==> config.mk <==
export PLATFORM = sky130hd
export DESIGN_NAME = reset_sequencer
export DESIGN_NICKNAME = d
export VERILOG_FILES = /design/src/rtl/reset_seq_pkg.sv /design/src/rtl/reset_release_sync.sv /design/src/rtl/reset_sequencer.sv
export SDC_FILE = /design/constraint.sdc
export NUM_CORES = 1
export LEC_CHECK = 0
export ABC_AREA = 1
export CAP_MARGIN = 25
export CELL_PAD_IN_SITES_DETAIL_PLACEMENT = 1
export CELL_PAD_IN_SITES_GLOBAL_PLACEMENT = 1
export CORE_MARGIN = 2
export CORE_UTILIZATION = 43
export CTS_CLUSTER_DIAMETER = 80
export DETAILED_ROUTE_END_ITERATION = 12
export GPL_TIMING_DRIVEN = 0
export HOLD_SLACK_MARGIN = 0.03
export PLACE_DENSITY = 0.91
export SYNTH_ARGS = -nofsm -noshare
export SYNTH_HDL_FRONTEND = slang
export SYNTH_SLANG_ARGS = --single-unit
==> constraint.sdc <==
create_clock -name clock -period 2.09 [get_ports clock]
set_input_delay 0.209 -clock clock [delete_from_list [all_inputs] [get_ports clock]]
set_output_delay 0.209 -clock clock [all_outputs]
set_load 0.03 [all_outputs]
==> src/rtl/reset_seq_pkg.sv <==
// Shared types for the staged reset sequencer: FSM state encoding and the
// width helper for the stage index register.
package reset_seq_pkg;

  typedef enum logic [2:0] {
    HOLD,
    RELEASE,
    RUN,
    DRAIN,
    ACK
  } state_t;

  // A single-stage sequencer still needs a 1-bit index register.
  function automatic int stage_idx_w(input int num_stages);
    return (num_stages > 1) ? $clog2(num_stages) : 1;
  endfunction

endpackage

==> src/rtl/reset_release_sync.sv <==
// Two-flop reset release synchronizer: clears asynchronously with
// asynch_reset_n and releases rel_ok on the second clock edge afterwards.
module reset_release_sync (
  input  logic clock,
  input  logic asynch_reset_n,
  output logic rel_ok
);

  logic [1:0] sync_q;
  logic [1:0] sync_d;

  always_comb begin
    sync_d = {sync_q[0], 1'b1};
  end

  always_ff @(posedge clock or negedge asynch_reset_n) begin
    if (!asynch_reset_n) begin
      sync_q <= '0;
    end else begin
      sync_q <= sync_d;
    end
  end

  assign rel_ok = sync_q[1];

endmodule

==> src/rtl/reset_sequencer.sv <==
// Staged reset release controller: releases per-domain resets lowest stage
// first, spaced HOLD_CYCLES apart, and replays the sequence on soft reset.
module reset_sequencer
  import reset_seq_pkg::*;
#(
  parameter int NUM_STAGES  = 4,
  parameter int HOLD_CYCLES = 16
) (
  input  logic                  clock,
  input  logic                  asynch_reset_n,
  input  logic                  soft_req,
  output logic                  soft_ack,
  output logic [NUM_STAGES-1:0] stage_reset_n,
  output logic                  all_ready,
  output state_t                dbg_state
);

  localparam int CNT_W = $clog2(HOLD_CYCLES + 1);
  localparam int IDX_W = stage_idx_w(NUM_STAGES);
  localparam logic [CNT_W-1:0] CNT_LAST = CNT_W'(HOLD_CYCLES - 1);
  localparam logic [CNT_W-1:0] CNT_MAX  = CNT_W'(HOLD_CYCLES);
  localparam logic [IDX_W-1:0] IDX_LAST = IDX_W'(NUM_STAGES - 1);

  state_t                state_q, state_d;
  logic [CNT_W-1:0]      cnt_q, cnt_d;
  logic [IDX_W-1:0]      idx_q, idx_d;
  logic [NUM_STAGES-1:0] stage_q, stage_d;
  logic                  ready_q, ready_d;
  logic                  ack_q, ack_d;
  logic                  rel_ok;
  logic [CNT_W-1:0]      cnt_inc;
  logic                  hold_done;

  reset_release_sync u_sync (
    .clock          (clock),
    .asynch_reset_n (asynch_reset_n),
    .rel_ok         (rel_ok)
  );

  assign cnt_inc   = (cnt_q == CNT_MAX) ? cnt_q : cnt_q + CNT_W'(1);
  assign hold_done = (cnt_q == CNT_LAST);

  // soft_req/soft_ack: soft_req is a level request sampled only in RUN and ACK;
  // soft_ack rises once every stage is held and stays high until soft_req is
  // seen low, which starts the release replay.
  always_comb begin
    state_d = state_q;
    cnt_d   = cnt_q;
    idx_d   = idx_q;
    stage_d = stage_q;
    ready_d = ready_q;
    ack_d   = ack_q;
    case (state_q)
      HOLD, RELEASE: begin
        if (rel_ok) begin
          if (hold_done) begin
            cnt_d          = '0;
            stage_d[idx_q] = 1'b1;
            if (idx_q == IDX_LAST) begin
              ready_d = 1'b1;
              state_d = RUN;
            end else begin
              idx_d   = idx_q + IDX_W'(1);
              state_d = RELEASE;
            end
          end else begin
            cnt_d = cnt_inc;
          end
        end
      end
      RUN: begin
        if (soft_req) begin
          ready_d = 1'b0;
          stage_d = stage_q >> 1;
          state_d = DRAIN;
        end
      end
      DRAIN: begin
        // Released stages form a contiguous low-order run, so shifting
        // right asserts the highest released stage each cycle.
        if (stage_q == '0) begin
          ack_d   = 1'b1;
          state_d = ACK;
        end else begin
          stage_d = stage_q >> 1;
        end
      end
      ACK: begin
        if (!soft_req) begin
          ack_d   = 1'b0;
          cnt_d   = '0;
          idx_d   = '0;
          state_d = HOLD;
        end
      end
      default: begin
        state_d = HOLD;
      end
    endcase
  end

  always_ff @(posedge clock or negedge asynch_reset_n) begin
    if (!asynch_reset_n) begin
      state_q <= HOLD;
      cnt_q   <= '0;
      idx_q   <= '0;
      stage_q <= '0;
      ready_q <= 1'b0;
      ack_q   <= 1'b0;
    end else begin
      state_q <= state_d;
      cnt_q   <= cnt_d;
      idx_q   <= idx_d;
      stage_q <= stage_d;
      ready_q <= ready_d;
      ack_q   <= ack_d;
    end
  end

  assign stage_reset_n = stage_q;
  assign all_ready     = ready_q;
  assign soft_ack      = ack_q;
  assign dbg_state     = state_q;

endmodule

==> flow_metrics.env <==
export IMPL_status="complete, no violations"
export IMPL_hold_end="u_sync.sync_q[1]"
export IMPL_slew_headroom_pct=44.6
export IMPL_antenna_found_initial=0
export IMPL_switchingPower_w=0.000478
export IMPL_syn_inst=152
export IMPL_cp_buffers_inverters=1
export IMPL_cp_cell_sequence="clkdlybuf4s50_1"
export IMPL_drv_cap=0
export IMPL_worstSkewPairLatency_ps=300
export IMPL_clk_pin_slew_worst_paths_ps=110
export IMPL_rrSetupSlack_ps=530
export IMPL_fmax_mhz=571
export IMPL_dp_hpwl_um=2130
export IMPL_area_growth_pct=16.5
export IMPL_synth_edff_count=0
export IMPL_ys_ff_latch=18
export IMPL_drive_gt1_share_pct=11.4
export IMPL_syn_nets=161
export IMPL_wl_per_cell_um=13.0
export IMPL_critPathTopFamily="buffers and inverters"
export IMPL_post_place_ws_ps=550
export IMPL_rows=18
export IMPL_powerDensity_nw_per_um2=913
export IMPL_power_share_combinational_pct=38.0
export IMPL_grt_usage_pct=20.5
export IMPL_netlist_area_um2=1110
export IMPL_start_util_pct=45.3
export IMPL_die_area_um2=3010
export IMPL_pwr_share_seq_pct=43.6
export IMPL_h_tree_depth=1
export IMPL_grt_overflow_total=0
export IMPL_p_leak_nw=0.693
export IMPL_timing_final_crit_share_pct=83.8
export IMPL_grt_pass1_wl_um=4330
export IMPL_drtIter0Drc=10
export IMPL_p_int_w=0.000706
export IMPL_synth_top_area_cell="dfrtp_1"
export IMPL_r2r_end="stage_reset_n[3]"
export IMPL_grt_pass1_vias=983
export IMPL_hold_path_depth=0
export IMPL_cts_buffers=3
export IMPL_cp_max_fo=7
export IMPL_setup_ws_ps=339
export IMPL_async_flop_share_pct=100
export IMPL_tightestPinTransition_ps=828
export IMPL_wirelength_um=2570
export IMPL_io_buffers=11
export IMPL_yosys_warnings=0
export IMPL_hold_viol=0
export IMPL_arrival_ps=1540
export IMPL_ctsResizeCount=0
export IMPL_vdd_drop_max_v=0.000570
export IMPL_cts_sinks=18
export IMPL_vias_per_cell=5.01
export IMPL_gp_congestion=0.808
export IMPL_root_buffer="clkbuf_4"
export IMPL_antenna_left=0
export IMPL_fin_crit_ps=1750
export IMPL_clockBufferDepth=2
export IMPL_cts_hold_buf=0
export IMPL_slew_viol_final=0
export IMPL_nFillCells=330
export IMPL_synth_area_per_cell_um2=7.32
export IMPL_cts_setup_buffers=0
export IMPL_nets=177
export IMPL_end_kind="output pin"
export IMPL_startpoint="dbg_state[2]"
export IMPL_synth_most_common_cell="nand2_1"
export IMPL_skew_ps=8.78
export IMPL_dr_pass1_iters=4
export IMPL_hold_path_class="reg2reg"
export IMPL_switching_share_pct=40.4
export IMPL_drc=0
export IMPL_synth_cell_types=18
export IMPL_max_stage_delay_ps=730
export IMPL_rsz0062_at_grt="false"
export IMPL_r2r_cells=8
export IMPL_cp_required_ps=1880
export IMPL_cpMaxStageDelayCell="clkdlybuf4s50_1"
export IMPL_ys_top_cells_by_count="52 x nand2_1, 18 x dfrtp_1, 18 x inv_1"
export IMPL_yosysSeqAreaShare_pct=40.5
export IMPL_core_area_um2=2450
export IMPL_min_from="u_sync.sync_q[0]"
export IMPL_diodes=0
export IMPL_setup_violations=0
export IMPL_r2r_start="cnt_q[0]"
export IMPL_synth_top_area_share_pct=40.5
export IMPL_start_kind="register"
export IMPL_die_h_um=54.9
export IMPL_cts_tree="built"
export IMPL_grt_max_degree=19
export IMPL_clkPwrFrac_pct=18.5
export IMPL_ys_top_cells_by_area="dfrtp_1 40%, nand2_1 18%, ha_1 6.7%, nand3_1 6.3%, inv_1 6.1%"
export IMPL_dieWidth_um=54.9
export IMPL_critical_path_class="reg2out"
export IMPL_ys_flop_type="dfrtp_1"
export IMPL_finalSetupTns_ps=0
export IMPL_io_pins=12
export IMPL_num_vias=987
==> registers in the layout (all words and copies together) (netlist names) <==
register / count
all_ready: 1
soft_ack: 1
stage_reset_n: 4
cnt_q: 5
idx_q: 2
dbg_state: 3
u_sync.sync_q: 2
==> placed cells by master (no fill, tap or decap), drive strengths merged <==
master / n
dfrtp: 18
nor2: 18
clkdlybuf4s50: 11
o21ai: 9
conb: 1
nand2: 56
nand4: 5
inv: 21
nand3: 15
ha: 6
nor3: 2
clkbuf: 4
xnor2: 1
==> power by group through the flow <==
stage          sequential, W  clock (W)  combinational (W)
5_1_grt             0.000530   0.000240           0.000521
4_1_cts             0.000516   0.000228           0.000461
2_1_floorplan       0.000555          0           0.000265
3_3_place_gp        0.000515          0           0.000431
3_5_place_dp        0.000523          0           0.000459
6_report            0.000516   0.000219           0.000449
==> final cells by class <==
cell class,count,area (um2),area share [%]
Tap cell,30,37.5,2.90
Multi-Input combinational cell,113,583,45.0
Timing Repair Buffer,11,110,8.49
Clock buffer,4,36.3,2.80
Inverter,21,78.8,6.08
Sequential cell,18,450,34.7
==> logic make-up (layout without fill, tap and decap cells) <==
logic type                 after synthesis  after routing  share of synthesized area (%)
other                                    1              1                          0.337
AOI/OAI and AO/OA                        9              9                           4.05
xor gates and xnor gates                 1              1                          0.788
DFF                                     18             18                           40.5
adders and majority gates                6              6                           6.75
and+or+nand+nor                         96             96                           40.5
buffers and inverters                   21             36                           7.09
==> per-layer routing <==
| metal | track usage [%] | vias to the layer above | wire length (um) |
|---|---|---|---|
| met5 | 0 | - | 0 |
| met4 | 5.00 | 0 | 25 |
| met3 | 4.10 | 4 | 71 |
| met2 | 37.7 | 15 | 1340 |
| met1 | 23.9 | 464 | 1140 |
| li1 | - | 504 | - |
==> worst max path at each step <==
stage	to	cells past startpoint	slack, ps
after floorplan	stage_reset_n[1]	7	700
after global placement	stage_reset_n[0]	8	580
after detailed placement	stage_reset_n[2]	8	550
after CTS	dbg_state[2]	1	330
after global routing	dbg_state[2]	1	280
final	dbg_state[2]	1	340
==> through the flow <==
step,instances,instance area [um2],util (%),total power (W),hold WS (ps)
after detailed placement,193,1260,51.3,0.000982,345
after floorplan,152,1110,-,0.000821,-86.6
after global routing,197,1300,52.8,0.00129,374
final,197,1300,52.8,0.00118,366
after CTS,197,1300,52.8,0.00120,370
after global placement,193,1260,51.3,0.000946,334
(Power assumes the default switching activity.)
